## src/rtl/pll_phase_pkg.sv

```systemverilog
// -----------------------------------------------------------------------------
// pll_phase_pkg
// Shared definitions for the PLL output-stage divider helpers:
//   - divide-mode encodings for the shift-register divider
//   - history depth / tap width of the phase delay line
//   - div_len()   : divide length N for a mode
//   - phase_lag() : 90-degree lag D (in cycles) for a mode
// -----------------------------------------------------------------------------
package pll_phase_pkg;

    // Divide-mode encodings. 2'b10 is not a legal mode.
    localparam logic [1:0] DIV4        = 2'b00;
    localparam logic [1:0] DIV7        = 2'b01;
    localparam logic [1:0] DIV5        = 2'b11;
    localparam logic [1:0] DIV_ILLEGAL = 2'b10;

    // Largest selectable delay and the resulting history depth / tap width.
    localparam int unsigned MAX_DLY    = 15;
    localparam int unsigned HIST_DEPTH = MAX_DLY + 1;
    localparam int unsigned DLY_W      = 4;

    // Phase counter width; large enough for the longest ratio (7).
    localparam int unsigned CNT_W      = 3;

    // Divide length N. The illegal mode falls back to divide-by-4.
    function automatic int unsigned div_len(input logic [1:0] mode);
        int unsigned n;
        case (mode)
            DIV7:    n = 7;
            DIV5:    n = 5;
            default: n = 4;
        endcase
        return n;
    endfunction

    // Quarter-period lag: N/4 rounded to the nearest cycle with ties going
    // down, which is floor((N+1)/4). Gives 1 for N=4, 1 for N=5, 2 for N=7.
    function automatic int unsigned phase_lag(input logic [1:0] mode);
        return (div_len(mode) + 1) / 4;
    endfunction

endpackage

```

## src/rtl/pll_phase_divider_tap_delay.sv

```systemverilog
// -----------------------------------------------------------------------------
// tap_delay
// Tap-selectable delay line for a single-bit level.
//
// The history is DEPTH entries long: entry 0 is the value being loaded on
// this edge (d_i), entry i is the value loaded i edges earlier. On every
// rising edge the output register captures entry tap_i, so q_o equals the
// d_i stream delayed by tap_i cycles, and tap_i = 0 makes q_o track d_i
// edge for edge. A tap change takes effect at the next rising edge with no
// glitch suppression.
//
// Ports:
//   clk    - clock, rising edge
//   srst   - synchronous active-high reset; clears history and output
//   d_i    - next-state value of the level being delayed
//   tap_i  - delay in cycles (0 .. DEPTH-1)
//   q_o    - delayed level (registered)
// -----------------------------------------------------------------------------
module tap_delay
    import pll_phase_pkg::*;
#(
    parameter int unsigned DEPTH = HIST_DEPTH,
    parameter int unsigned TAP_W = DLY_W
) (
    input  logic             clk,
    input  logic             srst,
    input  logic             d_i,
    input  logic [TAP_W-1:0] tap_i,
    output logic             q_o
);

    // Entry 0 is the incoming value itself, so only DEPTH-1 entries need
    // storage.
    logic [DEPTH-1:0] hist_d;
    logic [DEPTH-2:0] hist_q;
    logic             q_q;

    assign hist_d[0] = d_i;

    genvar gi;
    generate
        for (gi = 1; gi < DEPTH; gi++) begin : g_hist
            assign hist_d[gi] = hist_q[gi-1];
        end
    endgenerate

    always_ff @(posedge clk) begin
        if (srst) begin
            hist_q <= '0;
            q_q    <= 1'b0;
        end else begin
            hist_q <= hist_d[DEPTH-2:0];
            q_q    <= hist_d[tap_i];
        end
    end

    assign q_o = q_q;

endmodule

```

## src/rtl/pll_phase_divider.sv

```systemverilog
// -----------------------------------------------------------------------------
// pll_phase_divider
// Synchronous model of the PLL output-stage helpers: a shift-register style
// clock divider (/4, /7, /5) with 0-degree and quantised 90-degree phase
// outputs, a /2 "half" output, and a tap-selectable delay of the 0-degree
// phase. All outputs are registered levels in the clk domain.
//
// Parameters:
//   SHIFTREG_DIV_MODE      - 00: /4, 01: /7, 11: /5, 10: illegal (runs /4)
//   DELAY_ADJUSTMENT_MODE  - "DYNAMIC" uses dly_adj; anything else is fixed
//   FIXED_DELAY_ADJUSTMENT - delay (0..15 cycles) used in fixed mode
//
// Ports:
//   clk        - generated clock, rising edge
//   init       - synchronous active-high reset
//   dly_adj    - dynamic delay in cycles (ignored in fixed mode)
//   phase0     - divided output, 0 degrees, high for floor(N/2) of N cycles
//   phase90    - phase0 lagged by the quarter-period D
//   half       - toggles every cycle
//   phase_dly  - phase0 delayed by the selected number of cycles
//   cfg_err    - static flag, 1 when the divide mode is illegal
// -----------------------------------------------------------------------------
module pll_phase_divider
    import pll_phase_pkg::*;
#(
    parameter logic [1:0]       SHIFTREG_DIV_MODE      = 2'b00,
    parameter string            DELAY_ADJUSTMENT_MODE  = "FIXED",
    parameter logic [DLY_W-1:0] FIXED_DELAY_ADJUSTMENT = 4'b0000
) (
    input  logic             clk,
    input  logic             init,
    input  logic [DLY_W-1:0] dly_adj,
    output logic             phase0,
    output logic             phase90,
    output logic             half,
    output logic             phase_dly,
    output logic             cfg_err
);

    localparam int unsigned      DIV_N       = div_len(SHIFTREG_DIV_MODE);
    localparam logic [CNT_W-1:0] CNT_LAST    = CNT_W'(DIV_N - 1);
    localparam logic [CNT_W-1:0] HIGH_LEN    = CNT_W'(DIV_N / 2);
    localparam logic [DLY_W-1:0] LAG_TAP     = DLY_W'(phase_lag(SHIFTREG_DIV_MODE));
    localparam bit               DLY_DYNAMIC = (DELAY_ADJUSTMENT_MODE == "DYNAMIC");

    logic [CNT_W-1:0] cnt_q;
    logic [CNT_W-1:0] cnt_d;
    logic             phase0_q;
    logic             phase0_d;
    logic             half_q;
    logic             half_d;
    logic [DLY_W-1:0] dly_tap;

    // -------------------------------------------------------------------------
    // Phase counter, 0-degree output and half-rate toggle
    // -------------------------------------------------------------------------
    always_comb begin
        cnt_d    = cnt_q + CNT_W'(1);
        if (cnt_q == CNT_LAST) begin
            cnt_d = '0;
        end
        // phase0 is registered from the current count, so the edge that
        // leaves cnt=0 is the first one to drive phase0 high.
        phase0_d = (cnt_q < HIGH_LEN);
        half_d   = ~half_q;
    end

    always_ff @(posedge clk) begin
        if (init) begin
            cnt_q    <= '0;
            phase0_q <= 1'b0;
            half_q   <= 1'b0;
        end else begin
            cnt_q    <= cnt_d;
            phase0_q <= phase0_d;
            half_q   <= half_d;
        end
    end

    // -------------------------------------------------------------------------
    // Delayed copies of phase0
    // Both delay lines are fed with phase0's next-state value so that a tap of
    // zero reproduces phase0 exactly and a tap of k lags it by k edges.
    // -------------------------------------------------------------------------
    assign dly_tap = DLY_DYNAMIC ? dly_adj : FIXED_DELAY_ADJUSTMENT;

    tap_delay #(
        .DEPTH (HIST_DEPTH),
        .TAP_W (DLY_W)
    ) u_phase_dly (
        .clk   (clk),
        .srst  (init),
        .d_i   (phase0_d),
        .tap_i (dly_tap),
        .q_o   (phase_dly)
    );

    // The 90-degree output is the same delay line with a constant tap; the
    // unused history beyond the lag is trimmed away by synthesis.
    tap_delay #(
        .DEPTH (HIST_DEPTH),
        .TAP_W (DLY_W)
    ) u_phase90 (
        .clk   (clk),
        .srst  (init),
        .d_i   (phase0_d),
        .tap_i (LAG_TAP),
        .q_o   (phase90)
    );

    // -------------------------------------------------------------------------
    // Outputs
    // -------------------------------------------------------------------------
    assign phase0  = phase0_q;
    assign half    = half_q;
    assign cfg_err = (SHIFTREG_DIV_MODE == DIV_ILLEGAL);

endmodule

```

## config.mk

```make
export PLATFORM = sky130hd
export DESIGN_NAME = pll_phase_divider
export DESIGN_NICKNAME = d
export VERILOG_FILES = /design/src/rtl/pll_phase_pkg.sv /design/src/rtl/pll_phase_divider_tap_delay.sv /design/src/rtl/pll_phase_divider.sv
export SDC_FILE = /design/constraint.sdc
export NUM_CORES = 1
export LEC_CHECK = 0
export BUFFER_PORTS_ARGS = -buffer_cell sky130_fd_sc_hd__buf_2
export CAP_MARGIN = 10
export CORE_AREA = 4 4 41 43
export CTS_CLUSTER_DIAMETER = 200
export CTS_CLUSTER_SIZE = 20
export DETAILED_ROUTE_END_ITERATION = 8
export DIE_AREA = 0 0 45 47
export PLACE_DENSITY = 0.44
export SLEW_MARGIN = 20
export SYNTH_ARGS = -nofsm -noshare
export SYNTH_HDL_FRONTEND = slang
export SYNTH_SLANG_ARGS = --single-unit
```

## constraint.sdc

```tcl
create_clock -name clk -period 1.25 [get_ports clk]
set_input_delay 0.1875 -clock clk [delete_from_list [all_inputs] [get_ports clk]]
set_output_delay 0.1875 -clock clk [all_outputs]
set_load 0.01 [all_outputs]
```

# Yosys cells after proc, flatten, opt, wreduce, memory -nomap -nowiden
# Cells that the tools add are included.
[word_totals]
n_memories = 0
latchBits = 0
mem_bits_ro = 0
regBits = 7
output_inout_bits = 5
ramBits = 0
input_bits = 6
[op_classes]
n_eq_ne = 1
n_div = 0
multipliers = 0
n_reduce_logical = 1
muxes = 0
bitwise_logic = 1
magnitude_cmp = 1
add_sub_neg = 1
shifts = 0
[ops]
columns = ["operator", "n"]
rows = [
  ["adder 3 x 1 -> 3 bit, second input constant", 1],
  ["equality test 3 x 2 -> 1 bit, second input constant", 1],
  ["less-than comparator 3 x 2 -> 1 bit, second input constant", 1],
  ["OR reduction 2 bit", 1],
  ["inverter 1 bit", 1],
]

# Depth between registers and ports, before layout
[logic_depth]
ltp_word = 2
ltp_mapped = 3
ltp_nobuf = 3

# Hierarchy
# A second synthesis with hierarchy kept.
[hier_totals]
cells_unflattened = 111
hier_area_um2 = 1312.5
[by_module_without_submodules]
columns = ["module", "cells_each", "instances", "seq_area_each_um2", "area_each_um2"]
rows = [
  ["tap_delay", 47, 2, 320.3, 566.8],
  ["pll_phase_divider", 17, 1, 100.1, 178.9],
]

# Worst setup path before layout
# Ideal clock, no wire load.
[synth_timing]
path_type = "register -> register"
from = "register cnt_q[0]"
to = "register cnt_q[0]"
setup_slack_ns = 0.336
t_arrival_ns = 0.837
path_buffers = 0
synth_period_minus_slack_ns = 0.914
path_stages_with_launch = 4
cell_sequence = "dfxtp_1 > ha_1 > ha_1 > nor3_1"
[synth_via]
elab_chain_len = 2
elab_cells_between_ends = 3
cone_classes = "1 x add/sub; 1 x eq/ne; 1 x reduce/logical"
[synth_rtl]
columns = ["element", "line", "rtl"]
rows = [
  ["start, declared", "pll_phase_divider.sv:46", "logic [CNT_W-1:0] cnt_q;"],
  ["start signal, assigned", "pll_phase_divider.sv:74", "cnt_q <= cnt_d;"],
  ["branches (longest 2 deep; another with adder 3 x 1 -> 3 bit)", "n/a", ""],
]
# Parallel ways; which one is timed is not known.
# A chain may end at the register's enable or synchronous reset.

# Worst setup path after layout
# Same ends and word-level chain as after synthesis.

==> impl_metrics.py <==
metrics = {
    "critical_path": {
        "cp-start-kind": "register",
        "crit_path_max_fanout": 3,
        "required_ns": 1.41,
        "endpoint_kind": "register",
        "critical_path_class": "reg -> reg",
        "cp.arrival_ns": 1.15,
    },
    "cts": {
        "cts_buffers": 3,
        "clock_path_buffers": 2,
        "root_buffer": "clkbuf_4",
        "htree_levels": 1,
        "clk_latency_ns": 0.24,
        "postCtsResizedCells": 0,
        "clkTransAtPathRegs_ns": 0.04,
        "cts_hold_buf": 0,
        "cts_tree": "built",
        "cts.sinks": 6,
        "cts_setup_buffers": 0,
    },
    "timing": {
        "setup_violations": 0,
        "layout_setup_ws_ns": 0.258,
        "holdWs_ns": 0.180,
        "rsz0062_at_grt": "no",
        "tns_ns": 0,
        "max_freq_mhz": 1010,
        "fin_skew_ns": 0.00365,
        "slew_violations": 0,
        "period_needed_ns": 0.992,
        "finalCritPeriodShare_pct": 79.3,
        "hold_viol_final": 0,
    },
    "finish": {
        "postLayoutCellArea_um2": 256,
        "multiInputGateArea_um2": 66.3,
        "nFillCells": 155,
        "drive_gt1_share_pct": 37.5,
        "num_antenna_cells": 0,
        "regArea_um2": 120,
        "areaGrowthSynthToFinish_pct": 25.0,
        "final_util_pct": 19.7,
        "final_nets": 34,
    },
    "power": {
        "power_frac_seq_pct": 49.9,
        "p_comb_share_pct": 11.7,
        "ir_worst_vdd_v": 0.000807,
        "p_per_area_mw_per_mm2": 1750,
        "p_leak_uw": 0.000118,
        "p_int_uw": 348,
        "switchingPower_uw": 101,
        "swShare_pct": 22.4,
        "clockPowerShare_pct": 38.5,
    },
    "placement": {
        "hpwl_um": 241,
        "dp_slack_ns": 0.253,
        "dpl_cell_area_um2": 234,
        "numPortBuffers": 5,
        "gp_congestion": 0.512,
    },
    "route": {
        "viasPerCell": 3.36,
        "drt_iter0_drc": 0,
        "remaining_drc_errors": 0,
        "drt-total-wl_um": 301,
        "drt-pass1-iter-count": 1,
        "wl_per_cell_um": 7.72,
        "vias": 131,
        "final_antenna_net_count": 0,
    },
    "floorplanning": {
        "row_count": 13,
        "io_pins": 11,
        "start_util_pct": 15.8,
        "coreArea_mm2": 0.00130,
        "die-area_mm2": 0.00212,
        "die_y_um": 47,
        "die_width_um": 45,
    },
    "run_status": {
        "status": "complete, no violations",
    },
    "yosys": {
        "synthTopCellsByArea": "dfxtp_1, ha_1, nor3_1",
        "ys_warn_count": 0,
        "netlist_instances": 18,
        "syn-num-nets": 26,
        "synth.top_cell.area_share_pct": 58.5,
        "synth_cell_type_count": 9,
        "ys_ff_latch": 6,
        "avgSynthCellArea_um2": 11.4,
        "synthesis.area_um2": 205,
        "yosys.area.top_type": "dfxtp_1",
        "seq_area_frac_synth_pct": 58.5,
    },
    "grt": {
        "overflow": 0,
        "grt_use_total_pct": 4.20,
        "grt_antenna_before_repair": 0,
        "grt_max_degree": 7,
        "grt_pass1_wl_um": 524,
        "grt_pass1_vias": 123,
    },
    "worst_hold_path": {
        "hp-class": "in -> reg",
    },
    "run": {
        "maxCapViolCount": 0,
    },
}
## per-layer routing
layer | vias up | track usage, % | wire length, um
li1 | 67 | - | -
met1 | 54 | 3.44 | 127
met2 | 10 | 5.37 | 99
met3 | 0 | 7.28 | 73
met4 | 0 | 0 | 0
met5 | - | 0 | 0
## layout make-up
cell class	instances	area share (%)
inverters	1	1.46
repair buffers	5	9.76
well taps	15	7.32
flip-flops and latches	6	46.8
clock buffers	3	8.78
multi-input cells	9	25.9
## cell families (layout without fill, tap and decap cells)
family / Yosys count / count (layout) / share of synthesized area (%)
adders and majority gates: 2 / 2 / 12.2
buffers and inverters: 3 / 9 / 9.14
DFF: 6 / 6 / 58.5
other: 1 / 1 / 1.83
and+or+nand+nor: 6 / 6 / 18.3
## metrics by stage
step	std cells	total power, uW
floorplan	18	266
global placement	36	277
detailed placement	36	282
CTS	39	459
global route	39	482
finish	39	449
## sequential cells by signal, summed over array words and instances, names as in the netlist
name and count:
u_phase90.q_o 1, u_phase_dly.q_o 1, half 1, cnt_q 3
## power groups by stage
stage	clock (uW)	sequential [uW]	combinational, uW
final	173	224	52.4
after global routing	194	228	60.2
after CTS	181	224	53.7
after detailed placement	0	228	54.3
after global placement	0	226	51.6
after floorplan	0	231	34.7
## path summary, 6_finish.rpt
check            from       end  slack, ns  cells past startpoint
max          cnt_q[0]  cnt_q[0]       0.26                      3
min              init      half       0.18                      2
max reg2reg  cnt_q[0]  cnt_q[0]       0.26                      3
min reg2reg      half      half       0.40                      1
## worst max-delay path: stages (launching register included)
cell	delay, ns
dfxtp_1	0.31
ha_1	0.20
ha_1	0.22
nor3_1	0.18
## layout by cell type, fill, tap and decap left out, drive strengths merged
| master | netlist | layout |
|---|---|---|
| inv | 1 | 1 |
| nor2 | 1 | 1 |
| nor3b | 1 | 1 |
| nor3 | 3 | 3 |
| clkbuf | 0 | 3 |
| ha | 2 | 2 |
| nor2b | 1 | 1 |
| conb | 1 | 1 |
| buf | 2 | 5 |
| dfxtp | 6 | 6 |
## Yosys cell counts, drive strengths merged
cell type and instances:
buf 2, conb 1, dfxtp 6, ha 2, inv 1, nor2 1, nor2b 1, nor3 3
nor3b 1
Power figures use the tool's default switching activity.
